--- src/rtl/soc_periph_demux.sv ---
// rtl/soc_periph_demux.sv - in-order req/gnt/rvalid demux from the core bus to the SoC slaves
//
// Purpose: decodes each upstream request against the fixed SoC address map,
// forwards it to one of 11 slaves (or to an internal error responder for
// unmapped addresses), and keeps responses in order by only switching target
// once every outstanding transaction of the previous target has answered.
//
// Ports:
//   clk_i, rst_i                 clock, synchronous active-high reset
//   req_i/addr_i/we_i/be_i/wdata_i  upstream request (held until gnt_o)
//   gnt_o                        request accepted this cycle
//   rvalid_o/rdata_o/err_o       upstream response
//   slv_req_o, slv_gnt_i         per-slave request/grant
//   slv_addr_o/slv_we_o/slv_be_o/slv_wdata_o  broadcast request fields
//   slv_rvalid_i/slv_rdata_i/slv_err_i        per-slave response
//                                (slv_rdata_i is NumSlaves*DataWidth, slave i at [i*DataWidth +: DataWidth])
//
// Optional feature (macro SOC_PERIPH_DEMUX_ERR_CAPTURE_EN): adds err_valid_o,
// err_addr_o and err_clr_i, a sticky record of the first failing address.

module soc_periph_demux #(
    parameter int unsigned NumOutstanding = 4,
    parameter int unsigned AddrWidth      = 64,
    parameter int unsigned DataWidth      = 64,
    parameter int unsigned NumSlaves      = 11,
    parameter logic [63:0] ErrData        = 64'hBADC_AB1E_BADC_AB1E
) (
    input  logic                           clk_i,
    input  logic                           rst_i,
    input  logic                           req_i,
    input  logic [AddrWidth-1:0]           addr_i,
    input  logic                           we_i,
    input  logic [DataWidth/8-1:0]         be_i,
    input  logic [DataWidth-1:0]           wdata_i,
    output logic                           gnt_o,
    output logic                           rvalid_o,
    output logic [DataWidth-1:0]           rdata_o,
    output logic                           err_o,
    output logic [NumSlaves-1:0]           slv_req_o,
    output logic [AddrWidth-1:0]           slv_addr_o,
    output logic                           slv_we_o,
    output logic [DataWidth/8-1:0]         slv_be_o,
    output logic [DataWidth-1:0]           slv_wdata_o,
    input  logic [NumSlaves-1:0]           slv_gnt_i,
    input  logic [NumSlaves-1:0]           slv_rvalid_i,
    input  logic [NumSlaves*DataWidth-1:0] slv_rdata_i,
    input  logic [NumSlaves-1:0]           slv_err_i
`ifdef SOC_PERIPH_DEMUX_ERR_CAPTURE_EN
    ,
    output logic                           err_valid_o,
    output logic [AddrWidth-1:0]           err_addr_o,
    input  logic                           err_clr_i
`endif
);

    localparam int unsigned CntW   = $clog2(NumOutstanding + 1);
    // One extra bit above the address so base + length never wraps.
    localparam int unsigned CmpW   = ((AddrWidth > 64) ? AddrWidth : 64) + 1;
    localparam logic [3:0]  TgtErr = 4'd11;

    function automatic logic in_range(input logic [CmpW-1:0] a,
                                      input logic [63:0]     base,
                                      input logic [63:0]     len);
        logic [CmpW-1:0] lo;
        logic [CmpW-1:0] hi;
        lo = CmpW'(base);
        hi = CmpW'(base) + CmpW'(len);
        return (a >= lo) && (a < hi);
    endfunction

    logic [CntW-1:0] cnt_q, cnt_d;
    logic [3:0]      cur_tgt_q, cur_tgt_d;
    logic            err_rvalid_q, err_rvalid_d;

    logic [CmpW-1:0]      addr_ext;
    logic [3:0]           target;
    logic                 stall;
    logic                 rvalid_dec;
    logic [NumSlaves-1:0] cur_mask;

    // Address decode
    always_comb begin
        addr_ext = CmpW'(addr_i);
        target   = TgtErr;
        if (in_range(addr_ext, 64'h0000_0000, 64'h0000_1000)) target = 4'd10;
        if (in_range(addr_ext, 64'h0001_0000, 64'h0001_0000)) target = 4'd9;
        if (in_range(addr_ext, 64'h0200_0000, 64'h000C_0000)) target = 4'd8;
        if (in_range(addr_ext, 64'h0C00_0000, 64'h03FF_FFFF)) target = 4'd7;
        if (in_range(addr_ext, 64'h1000_0000, 64'h0000_1000)) target = 4'd6;
        if (in_range(addr_ext, 64'h1800_0000, 64'h0000_1000)) target = 4'd5;
        if (in_range(addr_ext, 64'h2000_0000, 64'h0080_0000)) target = 4'd4;
        if (in_range(addr_ext, 64'h3000_0000, 64'h0001_0000)) target = 4'd3;
        if (in_range(addr_ext, 64'h4000_0000, 64'h0000_1000)) target = 4'd2;
        if (in_range(addr_ext, 64'h5000_0000, 64'h03FF_FFFF)) target = 4'd0;
        if (in_range(addr_ext, 64'h8000_0000, 64'h4000_0000)) target = 4'd1;
    end

    // A different target is only accepted once everything in flight has
    // answered, so responses can never overtake each other.
    assign stall = (cnt_q == CntW'(NumOutstanding)) ||
                   ((cnt_q != '0) && (target != cur_tgt_q));

    // Request path
    always_comb begin
        slv_req_o = '0;
        gnt_o     = 1'b0;
        if (req_i && !stall && !rst_i) begin
            if (target == TgtErr) begin
                gnt_o = 1'b1;
            end else begin
                slv_req_o[target] = 1'b1;
                gnt_o             = slv_gnt_i[target];
            end
        end
    end

    assign slv_addr_o  = addr_i;
    assign slv_we_o    = we_i;
    assign slv_be_o    = be_i;
    assign slv_wdata_o = wdata_i;

    // Response path: follow whichever target currently owns the ordering slot
    always_comb begin
        rvalid_o = 1'b0;
        rdata_o  = '0;
        err_o    = 1'b0;
        if (!rst_i) begin
            if (cur_tgt_q == TgtErr) begin
                rvalid_o = err_rvalid_q;
                err_o    = err_rvalid_q;
                rdata_o  = err_rvalid_q ? DataWidth'(ErrData) : '0;
            end else begin
                for (int i = 0; i < NumSlaves; i++) begin
                    if (cur_tgt_q == 4'(i)) begin
                        rvalid_o = slv_rvalid_i[i];
                        rdata_o  = slv_rdata_i[i*DataWidth +: DataWidth];
                        err_o    = slv_err_i[i];
                    end
                end
            end
        end
    end

    assign rvalid_dec = rvalid_o && (cnt_q != '0);

    always_comb begin
        cnt_d = cnt_q;
        if (gnt_o && !rvalid_dec) begin
            cnt_d = cnt_q + CntW'(1);
        end else if (!gnt_o && rvalid_dec) begin
            cnt_d = cnt_q - CntW'(1);
        end
        cur_tgt_d    = gnt_o ? target : cur_tgt_q;
        // Unmapped accesses answer exactly one cycle after their grant.
        err_rvalid_d = gnt_o && (target == TgtErr);
    end

    always_ff @(posedge clk_i) begin
        if (rst_i) begin
            cnt_q        <= '0;
            cur_tgt_q    <= '0;
            err_rvalid_q <= 1'b0;
        end else begin
            cnt_q        <= cnt_d;
            cur_tgt_q    <= cur_tgt_d;
            err_rvalid_q <= err_rvalid_d;
        end
    end

    always_comb begin
        cur_mask = '0;
        if (cur_tgt_q != TgtErr) begin
            cur_mask[cur_tgt_q] = 1'b1;
        end
    end

    // Only the current target may respond; anything else is dropped.
    a_rvalid_from_cur_tgt : assert property (@(posedge clk_i) disable iff (rst_i)
        (slv_rvalid_i & ~cur_mask) == '0)
        else $error("soc_periph_demux: slv_rvalid_i from non-current slave");

`ifdef SOC_PERIPH_DEMUX_ERR_CAPTURE_EN
    localparam int unsigned PtrW = (NumOutstanding > 1) ? $clog2(NumOutstanding) : 1;

    // Addresses of granted requests in grant order; the head belongs to the
    // oldest outstanding transaction, i.e. the one whose response is next.
    logic [AddrWidth-1:0] addr_fifo_q [NumOutstanding];
    logic [PtrW-1:0]      wr_ptr_q, wr_ptr_d;
    logic [PtrW-1:0]      rd_ptr_q, rd_ptr_d;
    logic                 err_valid_q, err_valid_d;
    logic [AddrWidth-1:0] err_addr_q, err_addr_d;

    function automatic logic [PtrW-1:0] next_ptr(input logic [PtrW-1:0] p);
        return (p == PtrW'(NumOutstanding - 1)) ? '0 : p + PtrW'(1);
    endfunction

    always_comb begin
        wr_ptr_d    = gnt_o ? next_ptr(wr_ptr_q) : wr_ptr_q;
        rd_ptr_d    = rvalid_dec ? next_ptr(rd_ptr_q) : rd_ptr_q;
        err_valid_d = err_valid_q;
        err_addr_d  = err_addr_q;
        if (err_clr_i) begin
            err_valid_d = 1'b0;
            err_addr_d  = '0;
        end else if (!err_valid_q) begin
            // ERR responses were already recorded at their grant.
            if (rvalid_dec && err_o && (cur_tgt_q != TgtErr)) begin
                err_valid_d = 1'b1;
                err_addr_d  = addr_fifo_q[rd_ptr_q];
            end else if (gnt_o && (target == TgtErr)) begin
                err_valid_d = 1'b1;
                err_addr_d  = addr_i;
            end
        end
    end

    always_ff @(posedge clk_i) begin
        if (rst_i) begin
            wr_ptr_q    <= '0;
            rd_ptr_q    <= '0;
            err_valid_q <= 1'b0;
            err_addr_q  <= '0;
        end else begin
            wr_ptr_q    <= wr_ptr_d;
            rd_ptr_q    <= rd_ptr_d;
            err_valid_q <= err_valid_d;
            err_addr_q  <= err_addr_d;
        end
    end

    always_ff @(posedge clk_i) begin
        if (gnt_o) begin
            addr_fifo_q[wr_ptr_q] <= addr_i;
        end
    end

    assign err_valid_o = err_valid_q;
    assign err_addr_o  = err_addr_q;
`endif

endmodule

--- config.mk ---
export PLATFORM = sky130hd
export DESIGN_NAME = soc_periph_demux
export DESIGN_NICKNAME = d
export VERILOG_FILES = /design/src/rtl/soc_periph_demux.sv
export SDC_FILE = /design/constraint.sdc
export NUM_CORES = 1
export LEC_CHECK = 0
export BUFFER_PORTS_ARGS = -buffer_cell sky130_fd_sc_hd__clkbuf_2
export CAP_MARGIN = 20
export CORE_AREA = 2 2 426 428
export CTS_CLUSTER_SIZE = 24
export DETAILED_ROUTE_END_ITERATION = 10
export DIE_AREA = 0 0 428 430
export PLACE_DENSITY = 0.3
export SYNTH_ARGS = -nofsm -noshare
export SYNTH_HDL_FRONTEND = slang
export SYNTH_SLANG_ARGS = --single-unit
--- constraint.sdc ---
create_clock -name clk_i -period 3.35 [get_ports clk_i]
set_input_delay 0.335 -clock clk_i [delete_from_list [all_inputs] [get_ports clk_i]]
set_output_delay 0.335 -clock clk_i [all_outputs]
set_load 0.03 [all_outputs]
==> reports/results.tsv, run 1 <==
metric	value	unit
outcome	finished with violations	
violations	negative setup slack	
critical_path_class	flop to output pin	
fp.dieH	430	um
wl	126000	um
io_buffers	945	
cts_made_buffers	3	
clk-insertion-delay-late	230	ps
worst_slack	-222	ps
placementRows	156	
drt_iter0_drc	1353	
synthCells	1017	
core	180000	um2
finish.utilization	0.0896	
seq_area	175	um2
finalCritPeriodShare	1.07	
hold_viol_final	0	
gp_congestion	0.864	
worstSetupEndpointType	output pin	
rsz0062_at_grt	true	
dr.pass1.iters	10	
powerDensity	372	nW/um2
ys_warn_count	0	
seq_area_frac_synth	0.0243	
globalRouteOverflowTotal	0	
fill_cells	21223	
relSlewSlack	0.213	
slew_violations	0	
final.min_clock_period	3570	ps
h-tree-depth	1	
start_util	0.0367	
synth_cell_types	67	
required	3010	ps
ir_drop	0.221	mV
final_common_cell	clkbuf_2	
viasPerCell	3.14	
nets	2831	
io_pins	1092	
die_w	428	um
placed_cell_area	15000	um2
layout_common_cells	903 x clkbuf_2, 175 x buf_4, 97 x o21ai_0	
clock_skew	3.16	ps
critPathMaxFanout	4	
power.leakage	7.04	nW
worstMarginPinSlew	1180	ps
grt_max_degree	35	
syn_area	6590	um2
wl_per_cell	29.0	um
setup_violations	1	
fmax	280	MHz
cts_tree	yes	
drc	0	
clock-sinks	8	
synth_seq_cells	8	
ys_async_sr_fraction	0	
grt_util_all_layers	0.130	
max_cap_violations	0	
syn2layout_area_growth	144	%
cp.arrival	3240	ps
final_cell_area	16100	um2
routed-via-count	13628	
hpwl	113000	um
cp-start-kind	flop	
drive_above_1_share	0.650	
antenna_found_initial	125	
hold_buffers	0	
clk_path_buf_depth	2	
hold_path.class	input pin to flop	
ant_nets	0	
dieArea	184000	um2
synth_ff_type	dfxtp_1	
synth_edf_count	0	
grt_pass1_vias	13593	
clk_pin_slew	40	ps
grt_first_pass_wirelength	155000	um
ctsRootBufferMaster	clkbuf_16	
multiInputGateArea	5400	um2
synth_nets	1896	
syn_area_per_cell	6.48	um2
## layer usage
| layer | track usage | part of all wire |
|---|---|---|
| met5 | 0 | 0.0054 |
| met4 | 0.0177 | 0.023 |
| met3 | 0.0484 | 0.092 |
| met2 | 0.221 | 0.47 |
| met1 | 0.159 | 0.41 |
## cell usage after synthesis, types with 21 or more instances
master,instances,share of area
a21oi_1,59,0.045
a221oi_1,35,0.047
a222oi_1,82,0.12
a22oi_1,78,0.089
a31oi_1,26,0.025
buf_4,137,0.16
clkbuf_1,85,0.048
inv_1,27,0.015
nand2_1,85,0.048
nand4_1,56,0.053
nor2_1,37,0.021
nor3_1,26,0.020
o21ai_0,103,0.078
o22ai_1,21,0.020
## through the flow
step | total power, mW | setup slack [ps] | instances | TNS, ps | hold slack, ps
CTS | 6.11 | -99.4 | 4313 | -217 | 510
global placement | 5.63 | -372 | 4279 | -2170 | 510
detailed placement | 5.62 | -337 | 4279 | -1960 | 510
global route | 6.41 | -139 | 4326 | -274 | 556
floorplan | 2.37 | -24.3 | 1017 | -24.3 | 463
finish | 6.00 | -222 | 4335 | -222 | 535
## cell families after synthesis
kind of cell,Yosys count,share of synthesized area
AOI/OAI and AO/OA,460,0.506
xor gates and xnor gates,4,0.00532
adders and majority gates,2,0.00494
buffers and inverters,262,0.229
DFF,8,0.0243
muxes,13,0.0222
and+or+nand+nor,268,0.209
## power by group
part | internal (mW) | leakage [nW] | total (mW) | switching [mW]
sequential | 0.127 | 0.0685 | 0.167 | 0.0404
combinational | 2.19 | 6.93 | 5.62 | 3.43
clock | 0.159 | 0.0382 | 0.209 | 0.0499
total | 2.48 | 7.04 | 6.00 | 3.52
## what timing repair did
item	in CTS	in global routing
setup endpoints to repair	36	18
cloned	3	1
gates resized for setup	72	62
buffers inserted	28	8
pin swaps	34	28
## critical path: stages (launching register included)
cell and delay [ps]:
dfxtp_4 390, buf_12 130, nor2_4 30, and3_4 220, buf_8 140, buf_8 120
a222oi_1 1000, nand4_1 450, o21ai_1 190, a31oi_1 110, buf_4 200
## final timing paths
kind,slack [ps],end,cells after the start,startpoint
worst max-delay path,-220,rdata_o[49],10,cur_tgt_q[0]$_SDFFE_PP0P_
worst min-delay path,540,cnt_q[2]$_SDFFE_PP0P_,3,rst_i
worst max register to register,180,cnt_q[2]$_SDFFE_PP0P_,16,cur_tgt_q[0]$_SDFFE_PP0P_
worst min register to register,540,cnt_q[2]$_SDFFE_PP0P_,2,cnt_q[2]$_SDFFE_PP0P_
## layout make-up
cell class | instances | area share
inverters | 29 | 0.00722
flip-flops and latches | 8 | 0.0109
well taps | 2370 | 0.184
multi-input cells | 747 | 0.335
repair buffers | 1163 | 0.455
diodes | 14 | 0.00217
clock buffers | 4 | 0.00489
## state kept, by name, summed over array words and instances (netlist names)
signal / cells
cur_tgt_q: 4
cnt_q: 3
err_rvalid_q: 1
No activity file was read; power rests on OpenSTA's default activity.
==> inputs of run 2 (changes only) <==
--- a/constraint.sdc
+++ b/constraint.sdc
@@ -3,2 +3,2 @@
 set_output_delay 0.335 -clock clk_i [all_outputs]
-set_load 0.03 [all_outputs]
+set_load 0.1 [all_outputs]
==> run 2 against run 1 <==
Net effect: non-clock buffer count increased by 10; sequential power decreased by 3%; largest power group unchanged; the flow now finishes without violations; critical path type is now input pin to flop; largest cell class unchanged; setup slack improved by 230 ps; first-iteration DRC count decreased by 4.4%; critical endpoint is now cnt_q[2]$_SDFFE_PP0P_.
==> reports/results.tsv, run 2 (synthesis gave the netlist of run 1 again) <==
metric	value	unit	change
ctsRootBufferMaster	clkbuf_16		unchanged
wl_per_cell	29.3	um	was 29.0 um
grt_max_degree	35		unchanged
io_pins	1092		unchanged
die_w	428	um	unchanged
finalCritPeriodShare	0.998		was 1.07
hold_viol_final	0		unchanged
hold_buffers	0		unchanged
cts_made_buffers	3		unchanged
top_register	cur_tgt_q		unchanged
dr.pass1.iters	9		was 10
dieArea	184000	um2	unchanged
hold_path_startpoint	rst_i		unchanged
drive_above_1_share	0.687		was 0.650
hpwl	115000	um	was 113000 um
core	180000	um2	unchanged
power	8.02	mW	was 6.00 mW
r2r_cells	14		was 16
start_util	0.0367		unchanged
p_sw	5.12	mW	was 3.52 mW
grt_first_pass_wirelength	156000	um	was 155000 um
h-tree-depth	1		unchanged
fmax	299	MHz	was 280 MHz
ir_drop	0.159	mV	was 0.221 mV
regToRegStartpoint	cur_tgt_q[3]$_SDFFE_PP0P_		was cur_tgt_q[0]$_SDFFE_PP0P_
gp_congestion	0.894		was 0.864
antenna_found_initial	108		was 125
final.min_clock_period	3340	ps	was 3570 ps
required	3510	ps	was 3010 ps
drc	0		unchanged
critPathBufInv	5		was 4
grt_util_all_layers	0.131		was 0.130
fp.dieH	430	um	unchanged
rsz0062_at_grt	true		unchanged
max_cap_violations	0		unchanged
slew_violations	0		unchanged
syn2layout_area_growth	162	%	was 144%
grt_pass1_vias	13503		was 13593
cp.arrival	3500	ps	was 3240 ps
hold_depth	2		was 3
largest_registers	cur_tgt_q: 4 flops, cnt_q: 3 flops, err_rvalid_q: 1 flops		unchanged
whs_endpoint	cnt_q[2]$_SDFFE_PP0P_		unchanged
cp-start-kind	input pin		was flop
slowest_stage	o41a_4		was a222oi_1
clk_pin_slew	40	ps	about the same
largest_reg_flops	4		unchanged
io_buffers	945		unchanged
relSlewSlack	0.402		was 0.213
clock_skew	2.52	ps	was 3.16 ps
clockPowerShare	0.026		was 0.035
nets	2841		was 2831
fill_cells	21083		was 21223
critPathMaxStageDelay	520	ps	was 1000 ps
dp.cells	4304		was 4279
fin_cells	4351		was 4335
p_sw_frac	0.639		was 0.587
clock-sinks	8		unchanged
routed-via-count	13710		was 13628
critPathMaxFanout	3		was 4
critical_path_class	input pin to flop		was flop to output pin
placementRows	156		unchanged
r2r_end	cnt_q[2]$_SDFFE_PP0P_		unchanged
final_common_cell	clkbuf_2		unchanged
tns	0	ps	was -222 ps
viasPerCell	3.15		was 3.14
worstMarginPinSlew	896	ps	was 1180 ps
reg2reg_slack	90	ps	was 180 ps
seqPwrFrac	0.020		was 0.028
power.leakage	7.27	nW	was 7.04 nW
globalRouteOverflowTotal	0		unchanged
ant_nets	0		unchanged
multiInputGateArea	5800	um2	was 5400 um2
clk-insertion-delay-late	230	ps	about the same
drt_iter0_drc	1294		was 1353
pre_cts_slack	-488	ps	was -337 ps
layout_common_cells	859 x clkbuf_2, 192 x buf_4, 99 x o21ai_0, 99 x buf_12, 82 x a222oi_1		was 903 x clkbuf_2, 175 x buf_4, 97 x o21ai_0
powerDensity	465	nW/um2	was 372 nW/um2
crit_family	compound AO/OA/AOI/OAI gates		unchanged
wl	127000	um	was 126000 um
worstSetupEndpointType	flop		was output pin
p_comb_frac	0.954		was 0.937
seq_area	170	um2	was 175 um2
intPower	2.90	mW	was 2.48 mW
crit_chain	clkbuf_8 > buf_4 > a21boi_1 > a22oi_2 > o21ai_2 > o41a_4 > buf_6 > or2_1 > or2_0 > a21o_1 > clkinvlp_4 > ha_4 > inv_2 > fa_2 > xor2_1 > or3_1 > a21oi_2		was buf_12 > nor2_4 > and3_4 > buf_8 > buf_8 > a222oi_1 > nand4_1 > o21ai_1 > a31oi_1 > buf_4
worst_slack	7.02	ps	was -222 ps
clk_path_buf_depth	2		unchanged
outcome	complete, no violations		was finished with violations
hold_path.class	input pin to flop		unchanged
setup_violations	0		was 1
cts_tree	yes		unchanged
## run 2: cell types whose count changed in the layout (fill, tap and decap cells not counted), moves of 5 or more
cell      change
a31oi_1      -18
buf_4        +17
buf_12       +49
a21oi_1      -31
a31oi_2      +17
clkbuf_2     -44
diode_2       +6
buf_8         -5
nor3_1       -11
nor3_2        +8
a21oi_2      +29
## run 2: metal layers
metal	vias to the layer above	global-route usage	wire, um
met3	204	0.0399	10400
met4	80	0.0201	2320
met5	-	0.0130	816
met1	6688	0.162	52400
li1	5915	-	-
met2	823	0.224	61500
## run 2: power by group through the flow
stage,registers (mW),clock network (mW),logic (mW)
after floorplan,0.140,0,4.12
after global placement,0.159,0,7.70
after detailed placement,0.158,0,7.69
after CTS,0.162,0.212,7.89
after global routing,0.168,0.217,8.06
final,0.162,0.206,7.65
## run 2: layout make-up
type | instances | area share
Timing Repair Buffer | 1173 | 0.467
Multi-Input combinational cell | 747 | 0.336
Tap cell | 2370 | 0.172
Sequential cell | 8 | 0.00987
Inverter | 29 | 0.00682
Clock buffer | 4 | 0.00457
Antenna cell | 20 | 0.00290
## run 2: stage by stage
stage | utilization | cell area (um2) | hold slack (ps)
after floorplan | - | 7030 | 463
after global placement | 0.0911 | 16400 | 509
after detailed placement | 0.0911 | 16400 | 510
after CTS | 0.0951 | 17100 | 533
after global routing | 0.0957 | 17200 | 551
final | 0.0959 | 17200 | 501
## run 2: how the worst max path moves through the flow
stage / start / to / slack, ps / cells past startpoint
2_1_floorplan: addr_i[61] / cnt_q[2]$_SDFFE_PP0P_ / -430 / 15
3_3_place_gp: addr_i[18] / cnt_q[2]$_SDFFE_PP0P_ / -540 / 18
3_5_place_dp: addr_i[18] / cnt_q[2]$_SDFFE_PP0P_ / -490 / 18
4_1_cts: cur_tgt_q[3]$_SDFFE_PP0P_ / rdata_o[9] / -60 / 12
5_1_grt: addr_i[17] / cnt_q[2]$_SDFFE_PP0P_ / -170 / 18
6_report: addr_i[19] / cnt_q[2]$_SDFFE_PP0P_ / 7 / 17
## run 2: timing repair
item / CTS / global route
endpoints found under the setup margin: 37 / 27
endpoints found under the hold margin: 0 / 0
pin swaps: 22 / 20
gates resized for setup: 69 / 23
cloned: 2 / 0
setup buffers: 24 / 2
==> inputs of run 3 (changes only) <==
Settings changed: ABC_AREA set to 1, CORE_AREA 2 2 426 428 to 2 2 431 433, DIE_AREA 0 0 428 430 to 0 0 433 435.
==> run 3 against run 2 <==
Net effect: register-to-register slack got worse by 30 ps; largest power group unchanged; final cell count rose by 13%; combinational power is 31% higher; first-iteration DRC count is 15% lower; critical endpoint is now rdata_o[27]; clock skew down 0.94 ps; critical path depth fell by 1; non-clock buffer count is 24 lower.
==> reports/results.tsv, run 3 <==
metric	value	unit	change
outcome	complete, no violations		unchanged
final.min_clock_period	3340	ps	about the same
hold_viol_final	0		unchanged
tns	0	ps	unchanged
dr.pass1.iters	5		was 9
syn_area	8000	um2	was 6590 um2
cp-start-kind	flop		was input pin
clk_pin_slew	40	ps	about the same
crit_family	buffers and inverters		was compound AO/OA/AOI/OAI gates
top_register	cur_tgt_q		unchanged
ant_nets	0		unchanged
slowest_stage	dfxtp_2		was o41a_4
crit_top_cell	buf_4		
placementRows	158		was 156
clk-insertion-delay-late	230	ps	about the same
routed-via-count	15450		was 13710
highest_layer	met5		unchanged
ys_async_sr_fraction	0		unchanged
ys_top_cells_by_count	397 x nand2_1, 290 x nand3_1, 138 x buf_4, 100 x nor2_1, 96 x o21ai_0		was 137 x buf_4, 103 x o21ai_0, 85 x clkbuf_1, 85 x nand2_1, 82 x a222oi_1
cp_num_cells	16		was 17
synth_seq_cells	8		unchanged
dieArea	188000	um2	was 184000 um2
ir_drop	0.211	mV	was 0.159 mV
drt_iter0_drc	1094		was 1294
cp.arrival	3000	ps	was 3500 ps
powerDensity	549	nW/um2	was 465 nW/um2
critPathBufInv	6		was 5
crit_chain	nor2_4 > nand2_8 > clkbuf_16 > buf_4 > o21ai_1 > nand2_1 > a21oi_4 > buf_6 > nand3_2 > o21ai_1 > buf_4 > nand3_4 > a221oi_4 > buf_4 > a21oi_2 > buf_12		was clkbuf_8 > buf_4 > a21boi_1 > a22oi_2 > o21ai_2 > o41a_4 > buf_6 > or2_1 > or2_0 > a21o_1 > clkinvlp_4 > ha_4 > inv_2 > fa_2 > xor2_1 > or3_1 > a21oi_2
die_w	433	um	was 428 um
critPathMaxFanout	9		was 3
h-tree-depth	1		unchanged
nets	3308		was 2841
fmax	300	MHz	was 299 MHz
hpwl	117000	um	was 115000 um
grt_pass1_vias	15184		was 13503
grt_first_pass_wirelength	160000	um	was 156000 um
critical_path_class	flop to output pin		was input pin to flop
wl_per_cell	27.3	um	was 29.3 um
fp.dieH	435	um	was 430 um
ys_warn_count	0		unchanged
max_cap_violations	0		unchanged
whs	482	ps	was 501 ps
start_util	0.0435		was 0.0367
cts_made_buffers	3		unchanged
ctsRootBufferMaster	clkbuf_16		unchanged
r2r_cells	17		was 14
layout_common_cells	867 x clkbuf_2, 383 x nand2_1, 264 x nand3_1		was 859 x clkbuf_2, 192 x buf_4, 99 x o21ai_0, 99 x buf_12, 82 x a222oi_1
clock_skew	1.58	ps	was 2.52 ps
pre_cts_slack	-950	ps	was -488 ps
grt_max_degree	50		was 35
final_common_cell	clkbuf_2		unchanged
worst_slack	12.7	ps	was 7.02 ps
worstMarginPinSlew	800	ps	was 896 ps
regToRegStartpoint	cur_tgt_q[3]$_SDFFE_PP0P_		unchanged
synthCells	1526		was 1017
required	3010	ps	was 3510 ps
hold_path.class	flop to flop		was input pin to flop
hold_depth	2		unchanged
synth_top_area_share	0.186		was 0.156
cts_tree	yes		unchanged
drc	0		unchanged
dr_wl_met2	68000	um	was 61500 um
synth_edf_count	0		unchanged
relSlewSlack	0.466		was 0.402
io_buffers	945		unchanged
finalCritPeriodShare	0.996		was 0.998
clock-sinks	8		unchanged
ys_top_cells_by_area	nand2_1 19%, nand3_1 18%, buf_4 13%		was buf_4 16%, a222oi_1 12%, a22oi_1 8.9%
startpoint	cur_tgt_q[3]$_SDFFE_PP0P_		was addr_i[19]
syn2layout_area_growth	136	%	was 162%
dr_wl_met3	12400	um	was 10400 um
drive_above_1_share	0.567		was 0.687
worstSetupEndpointType	output pin		was flop
core	184000	um2	was 180000 um2
wl	134000	um	was 127000 um
grt_util_all_layers	0.130		was 0.131
viasPerCell	3.14		was 3.15
setup_violations	0		unchanged
gp_congestion	0.930		was 0.894
largest_registers	cur_tgt_q: 4 flops, cnt_q: 3 flops, err_rvalid_q: 1 flops		unchanged
seq_area_frac_synth	0.0200		was 0.0243
hold_path_startpoint	cnt_q[2]$_SDFFE_PP0P_		was rst_i
antenna_found_initial	95		was 108
synth_cell_types	39		was 67
synth_ff_type	dfxtp_1		unchanged
clk_path_buf_depth	2		unchanged
globalRouteOverflowTotal	0		unchanged
syn_area_per_cell	5.24	um2	was 6.48 um2
critPathMaxStageDelay	330	ps	was 520 ps
synth.most_common_cell	nand2_1		was buf_4
synth_top_area_cell	nand2_1		was buf_4
io_pins	1092		unchanged
met1_length	51100	um	was 52400 um
rsz0062_at_grt	true		unchanged
slew_violations	0		unchanged
synth_nets	2405		was 1896
largest_reg_flops	4		unchanged
power.leakage	8.55	nW	was 7.27 nW
## run 3: cell count changes in the layout (fill, tap and decap cells not counted), moves of 33 or more
cell / previous run / this run
nand2_1: 77 / 383
nand3_1: 15 / 264
a222oi_1: 82 / 0
a22oi_1: 77 / 0
nor2_1: 30 / 74
inv_1: 25 / 68
a21oi_1: 21 / 59
buf_4: 192 / 156
nand4_1: 56 / 23
## run 3: worst paths after layout
check | end | slack, ps
max reg2reg | cnt_q[2]$_SDFFE_PP0P_ | 60
max | rdata_o[27] | 10
min reg2reg | cnt_q[2]$_SDFFE_PP0P_ | 480
min | cnt_q[2]$_SDFFE_PP0P_ | 480
## run 3: cells by family after synthesis
group / after synthesis / synth area share
simple gates: 848 / 0.469
buf+inv: 335 / 0.224
compound gates: 333 / 0.283
flops: 8 / 0.0200
fa+ha+maj: 2 / 0.00406
## run 3: repair_timing
| action | CTS | global route |
|---|---|---|
| resized for setup | 56 | 135 |
| cloned | 1 | 11 |
| hold buffers | 0 | 0 |
| setup endpoints to repair | 60 | 61 |
| pin swaps | 8 | 26 |
| buffers inserted | 6 | 30 |
## run 3: routing by layer
metal / vias to the layer above / global-route usage
met3: 202 / 0.0474
met1: 7320 / 0.149
li1: 7090 / -
met2: 776 / 0.229
met4: 62 / 0.0229
met5: - / 0
## run 3: layout make-up
cell class | count | area (um2)
inverter | 84 | 325
antenna | 19 | 47.5
tap | 2480 | 3100
clock buffer | 3 | 75.1
fill | 21789 | 165000
multi-input combinational | 1183 | 7170
timing repair buffer | 1149 | 8010
sequential | 8 | 170
## run 3: worst register-to-register path, cell delays in order (launching register included)
cell and delay (ps):
dfxtp_2 330, nor2_4 220, nand2_8 180, clkbuf_16 240, o21ai_4 210, nand2_2 90, a221oi_4 420, nand2_1 130
a21oi_2 170, a41oi_4 160, nand2_1 110, ha_2 170, inv_2 40, fa_2 340, a21oi_2 110, o21ai_1 90
o21ai_1 120, a21oi_1 50
## run 3: power breakdown
part	leakage (nW)	internal (mW)	switching, mW
clock network	0.0371	0.154	0.0435
logic	8.44	3.42	6.60
registers	0.0680	0.125	0.0290
total	8.55	3.70	6.68
## run 3: metrics by stage
| stage | instances | power, mW | util | instance area [um2] |
|---|---|---|---|---|
| global route | 4916 | 11.0 | 0.103 | 18900 |
| global placement | 4856 | 9.49 | 0.0946 | 17400 |
| CTS | 4867 | 9.90 | 0.0966 | 17800 |
| floorplan | 1526 | 4.98 | - | 8320 |
| finish | 4926 | 10.4 | 0.103 | 18900 |
| detailed placement | 4857 | 9.47 | 0.0946 | 17400 |
